File: config.mk
export PLATFORM = sky130hd
export DESIGN_NAME = hazard_scoreboard
export DESIGN_NICKNAME = d
export VERILOG_FILES = /design/src/rtl/hazard_scoreboard.sv
export SDC_FILE = /design/constraint.sdc
export NUM_CORES = 1
export LEC_CHECK = 0
export ABC_AREA = 1
export BUFFER_PORTS_ARGS = -buffer_cell sky130_fd_sc_hd__buf_4
export CAP_MARGIN = 10
export CORE_ASPECT_RATIO = 1.2
export CORE_MARGIN = 1
export CORE_UTILIZATION = 40
export CTS_CLUSTER_DIAMETER = 200
export DETAILED_ROUTE_END_ITERATION = 16
export GPL_TIMING_DRIVEN = 0
export PLACE_DENSITY = 0.74
export SLEW_MARGIN = 25
export SYNTH_ARGS = -nofsm -noshare
export SYNTH_HDL_FRONTEND = slang
export SYNTH_SLANG_ARGS = --single-unit
File: constraint.sdc
create_clock -name clk_i -period 3.8 [get_ports clk_i]
set_input_delay 0.76 -clock clk_i [delete_from_list [all_inputs] [get_ports clk_i]]
set_output_delay 0.76 -clock clk_i [all_outputs]
set_load 0.01 [all_outputs]
File: src/rtl/hazard_scoreboard.sv
`default_nettype none
// ============================================================================
// Module   : hazard_scoreboard
// Purpose  : Tracks in-flight register writes for the in-order pipeline and
//            produces the ID-stage stall plus the EX-stage forwarding selects.
//            The scoreboard is a shift chain: pos 0 = EX ... pos DEPTH-1 = WB.
// Revision : 1.0 - initial release
// ============================================================================
module hazard_scoreboard #(
  parameter int AW    = 5,
  parameter int DEPTH = 3,
  parameter int LAT_W = 2,
  parameter int SEL_W = $clog2(DEPTH),
  parameter int CNT_W = 16
) (
  input  logic             clk_i,
  input  logic             rst_i,
  input  logic             id_valid_i,
  input  logic [AW-1:0]    id_rs_i,
  input  logic [AW-1:0]    id_rt_i,
  input  logic             id_rs_use_i,
  input  logic             id_rt_use_i,
  input  logic             id_we_i,
  input  logic [AW-1:0]    id_rd_i,
  input  logic [LAT_W-1:0] id_lat_i,
  input  logic             flush_i,
  output logic             stall_o,
  output logic [SEL_W-1:0] fwd_rs_o,
  output logic [SEL_W-1:0] fwd_rt_o,
  output logic [CNT_W-1:0] stall_cnt_o
);

  // Scoreboard entries {valid, rd, lat}; index = pipeline position.
  logic [DEPTH-1:0]            r_vld;
  logic [DEPTH-1:0][AW-1:0]    r_rd;
  logic [DEPTH-1:0][LAT_W-1:0] r_lat;

  logic [SEL_W-1:0] r_fwd_rs;
  logic [SEL_W-1:0] r_fwd_rt;
  logic [CNT_W-1:0] r_stall_cnt;

  logic             w_rs_haz;
  logic             w_rt_haz;
  logic [SEL_W-1:0] w_rs_sel;
  logic [SEL_W-1:0] w_rt_sel;
  logic             w_issue;
  logic             w_load;
  logic [LAT_W-1:0] w_lat_in;

  // Resolve each operand against the youngest matching entry; scanning from
  // the oldest position lets younger matches overwrite older ones.
  always_comb begin
    w_rs_haz = 1'b0;
    w_rt_haz = 1'b0;
    w_rs_sel = '0;
    w_rt_sel = '0;
    for (int p = DEPTH - 1; p >= 0; p--) begin
      if (id_rs_use_i && (id_rs_i != '0) && r_vld[p] && (r_rd[p] == id_rs_i)) begin
        w_rs_haz = ((p + 1) < int'(r_lat[p]));
        // The WB-stage writer reaches the regfile this cycle (write-through).
        w_rs_sel = (p == DEPTH - 1) ? '0 : SEL_W'(p + 1);
      end
      if (id_rt_use_i && (id_rt_i != '0) && r_vld[p] && (r_rd[p] == id_rt_i)) begin
        w_rt_haz = ((p + 1) < int'(r_lat[p]));
        w_rt_sel = (p == DEPTH - 1) ? '0 : SEL_W'(p + 1);
      end
    end
  end

  // Flush squashes the ID instruction, so it also masks any stall.
  assign stall_o  = id_valid_i && !flush_i && (w_rs_haz || w_rt_haz);
  assign w_issue  = id_valid_i && !flush_i && !stall_o;
  assign w_load   = w_issue && id_we_i && (id_rd_i != '0);
  // A zero latency is meaningless; store it as a one-stage latency.
  assign w_lat_in = (id_lat_i == '0) ? LAT_W'(1) : id_lat_i;

  // Advance the scoreboard one stage; pos 0 takes the new writer or a bubble.
  always_ff @(posedge clk_i or negedge rst_i) begin
    if (!rst_i) begin
      r_vld <= '0;
      r_rd  <= '0;
      r_lat <= '0;
    end else begin
      r_vld <= {r_vld[DEPTH-2:0], w_load};
      r_rd  <= {r_rd[DEPTH-2:0], id_rd_i};
      r_lat <= {r_lat[DEPTH-2:0], w_lat_in};
    end
  end

  // Forwarding selects follow the issued instruction into EX; bubbles get 0.
  always_ff @(posedge clk_i or negedge rst_i) begin
    if (!rst_i) begin
      r_fwd_rs <= '0;
      r_fwd_rt <= '0;
    end else begin
      r_fwd_rs <= w_issue ? w_rs_sel : '0;
      r_fwd_rt <= w_issue ? w_rt_sel : '0;
    end
  end

  // Saturating count of stall cycles for performance measurement.
  always_ff @(posedge clk_i or negedge rst_i) begin
    if (!rst_i) begin
      r_stall_cnt <= '0;
    end else if (stall_o && (r_stall_cnt != '1)) begin
      r_stall_cnt <= r_stall_cnt + 1'b1;
    end
  end

  assign fwd_rs_o    = r_fwd_rs;
  assign fwd_rt_o    = r_fwd_rt;
  assign stall_cnt_o = r_stall_cnt;

  // A writer whose latency reaches past WB can never be forwarded.
  a_lat_legal: assert property (@(posedge clk_i) disable iff (!rst_i)
    (id_valid_i && id_we_i) |-> (int'(id_lat_i) < DEPTH));

endmodule
`default_nettype wire

==> impl_metrics.tcl <==
set metrics [dict create \
    cts_tree "built" \
    grt_antenna_before_repair 0 \
    largest_net_degree_at_the_start_of_global_routing 37 \
    worstMarginPinSlew_ns 0.463 \
    worstPathCellList "buf_4, nand2_1, nand2_1, nor2_1, nand2_1, nor2_1, nand3_1, nand2_1, nand2_1, a21oi_1, buf_4" \
    area_delta_synth_final_pct 24.4 \
    cp-end-kind "output port" \
    count_of_yosys_warnings_during_synthesis 0 \
    syn_inst 272 \
    cts-buffers-inserted 5 \
    sequential_fraction_of_the_synthesis_area_pct 44.5 \
    rows 28 \
    synth_edf_count 0 \
    worst_path_largest_cell_delay_ns 0.16 \
    setup_violations 0 \
    post-cts-setup-buffer-count 0 \
    fp.coreArea_um2 4900 \
    critPathTopFamily "simple AND/OR/NAND/NOR gates" \
    timing.setup.tns_ns 0 \
    layout.core_utilization_pct 51.3 \
    min_period_ns 2.66 \
    total_leakage_power_nw 1.39 \
    wirelength_um 4780 \
    r2r_cells 9 \
    worst_clock_skew_ns 0.00491 \
    wp_data_required_ns 3.04 \
    finalHoldViolations 0 \
    largest_driver_fanout_on_the_critical_path 5 \
    globalRouteOverflowTotal 0 \
    place_inst 376 \
    nFillCells 494 \
    final_layout_size_suffix_gt1_share_pct 20.7 \
    p_sw_uw 193 \
    post_cts_hold_buffer_count 0 \
    finalMaxSlewViolations 0 \
    cp_data_arrival_time_ns 1.90 \
    fin_cells 384 \
    slowest_stage "a21oi_1" \
    outcome "complete, no violations" \
    asyncSetResetFlopFracSynth_pct 100 \
    final_net_count 348 \
    insertedDiodeCount 0 \
    yosys.cell_types.count 26 \
    internal_power_uw 551 \
    comb_power_share_pct 10.0 \
    rsz0062_at_grt "no" \
    swShare_pct 25.9 \
    worstHoldPathType "flop to flop" \
    max-cap-violations 0 \
    port-buffer-count 44 \
    track_usage_pct 20.1 \
    worstSkewPairLatency_ns 0.29 \
    detail_route.iter0.violations 151 \
    ys_dominant_reg_cell "dfrtp_1" \
    critical_path_cell_count 11 \
    timing.hold.worst_path_depth 0 \
    top_level_ports 45 \
    dieHeight_um 79.9 \
    routed_wire_length_per_instance_um 12.5 \
    synth.net_count 297 \
    worstSetupStartpointType "primary input" \
    fin_crit_sh_pct 69.9 \
    cellPowerDensity_nw_per_um2 295 \
    routed-via-count 1896 \
    cts-root-buf "clkbuf_8" \
    first_pass_grt_wire_length_um 7980 \
    critical_path.most_common_cell "nand2_1" \
    multiInputGateArea_um2 960 \
    share_seq_of_total_power_pct 53.7 \
    clockPowerShare_pct 36.2 \
    drc 0 \
    postSynthRegisterBits 36 \
    register_area_um2 901 \
    crit_buf_inv 2 \
    post_synth.cell_area_avg_um2 7.44 \
    detailedRoute.firstPassIterationCount 4 \
    vdd_ir_drop_max_mv 0.211 \
    max_slew_margin_pct 69.1 \
    depth_of_the_cts_h_tree 2 \
    cts_resized 0 \
    clock.fmax_mhz 377 \
    setup.worst_path.class "primary input to output port" \
    cts_sinks 36 \
    design.die.area_um2 5350 \
    dpl.hpwl_um 3670 \
    syn-cell-area_um2 2020 \
    vias_per_cell 4.94 \
    detail-route-antenna-nets 0 \
    die_w_um 66.9 \
    start_util_pct 41.3 \
    clock_tree.buffer_depth 2 \
    vias_in_the_first_global_route 1764 \
    place_congestion 0.916 \
    clk_pin_slew_worst_paths_ns 0.07 \
]
[power groups by stage]
| stage | clock (mW) | combinational (mW) | sequential, mW |
|---|---|---|---|
| 6_report | 0.269 | 0.0746 | 0.400 |
| 2_1_floorplan | 0 | 0.0337 | 0.406 |
| 3_3_place_gp | 0 | 0.0742 | 0.407 |
| 5_1_grt | 0.300 | 0.0855 | 0.401 |
| 3_5_place_dp | 0 | 0.0756 | 0.407 |
| 4_1_cts | 0.282 | 0.0758 | 0.400 |
[cell usage after synthesis (2+ instances only)]
cell type | count | area (um^2)
o21ai_1 | 2 | 10.0
a21oi_1 | 2 | 10.0
inv_1 | 30 | 113
xnor2_1 | 4 | 35.0
dfrtp_1 | 36 | 901
nand2_2 | 2 | 12.5
nor3_1 | 6 | 30.0
inv_2 | 5 | 18.8
nand2_1 | 101 | 379
nor2_1 | 26 | 97.6
nand4_1 | 21 | 131
xor2_1 | 10 | 87.6
buf_2 | 2 | 10.0
nand3_1 | 12 | 60.1
clkbuf_1 | 2 | 7.51
[cells by family (layout without fill, tap and decap cells)]
group | Yosys count | count (layout) | share of synthesized area [%]
simple gates | 175 | 175 | 39.3
buf+inv | 41 | 93 | 8.10
flops | 36 | 36 | 44.5
xor+xnor | 14 | 14 | 6.06
compound gates | 5 | 5 | 1.42
fa+ha+maj | 1 | 1 | 0.618
[state kept, by name, summed over array words and instances (netlist names)]
signal,count
fwd_rs_o,2
fwd_rt_o,2
stall_cnt_o,16
r_lat,4
r_vld,2
r_rd,10
[per-layer routing]
| metal | vias up | part of all wire [%] | GRT usage [%] |
|---|---|---|---|
| met5 | - | 0 | 0 |
| met4 | 0 | 1.5 | 8.30 |
| met3 | 8 | 4.7 | 4.00 |
| met2 | 47 | 52 | 33.6 |
| met1 | 884 | 42 | 24.8 |
| li1 | 957 | - | - |
[placed cells by master, fill, tap and decap left out]
| master | count |
|---|---|
| or2_1 | 1 |
| o21ai_1 | 2 |
| buf_2 | 2 |
| xnor2_1 | 4 |
| inv_2 | 5 |
| nand2_1 | 101 |
| nand3_4 | 1 |
| buf_4 | 44 |
| or2_2 | 1 |
| clkbuf_8 | 5 |
| clkinv_4 | 1 |
| nor2_1 | 26 |
| nor2_4 | 1 |
| nand2_2 | 2 |
| clkbuf_1 | 2 |
| clkinv_2 | 2 |
| nand3_1 | 12 |
| xor2_1 | 10 |
| nand4_4 | 1 |
| clkinv_1 | 1 |
| nand4_1 | 21 |
| o41ai_1 | 1 |
| nor3_1 | 6 |
| nor4_1 | 1 |
| a21oi_1 | 2 |
| inv_1 | 30 |
| buf_6 | 1 |
| dfrtp_1 | 36 |
| ha_1 | 1 |
| nor3_4 | 1 |
[per-stage QoR]
step / setup slack, ns / total power, mW / cell area (um^2) / hold WS [ns]
floorplan: 1.52 / 0.440 / 2020 / 0.331
global placement: 1.16 / 0.481 / 2430 / 0.334
detailed placement: 1.15 / 0.483 / 2430 / 0.341
CTS: 1.15 / 0.757 / 2520 / 0.372
global route: 1.02 / 0.787 / 2520 / 0.380
finish: 1.14 / 0.744 / 2520 / 0.367
[final timing paths]
path	startpoint	end	slack (ns)
max in group asynchronous	rst_i	stall_cnt_o[12]$_DFFE_PN0P_	3.06
max	id_rs_i[0]	stall_o	1.14
max reg2reg	stall_cnt_o[0]$_DFFE_PN0P_	stall_cnt_o[12]$_DFFE_PN0P_	1.84
min in group asynchronous	rst_i	r_rd[6]$_DFF_PN0_	0.41
min	r_lat[0]$_DFF_PN0_	r_lat[2]$_DFF_PN0_	0.37
min reg2reg	r_lat[0]$_DFF_PN0_	r_lat[2]$_DFF_PN0_	0.37
[layout make-up]
cell class,count,share of cell area [%]
tap,60,2.98
sequential,36,35.8
buffer,5,1.14
clock buffer,5,2.73
timing repair buffer,44,13.1
multi-input combinational,195,38.1
clock inverter,3,0.746
inverter,36,5.37
Power figures use the tool's default switching activity.
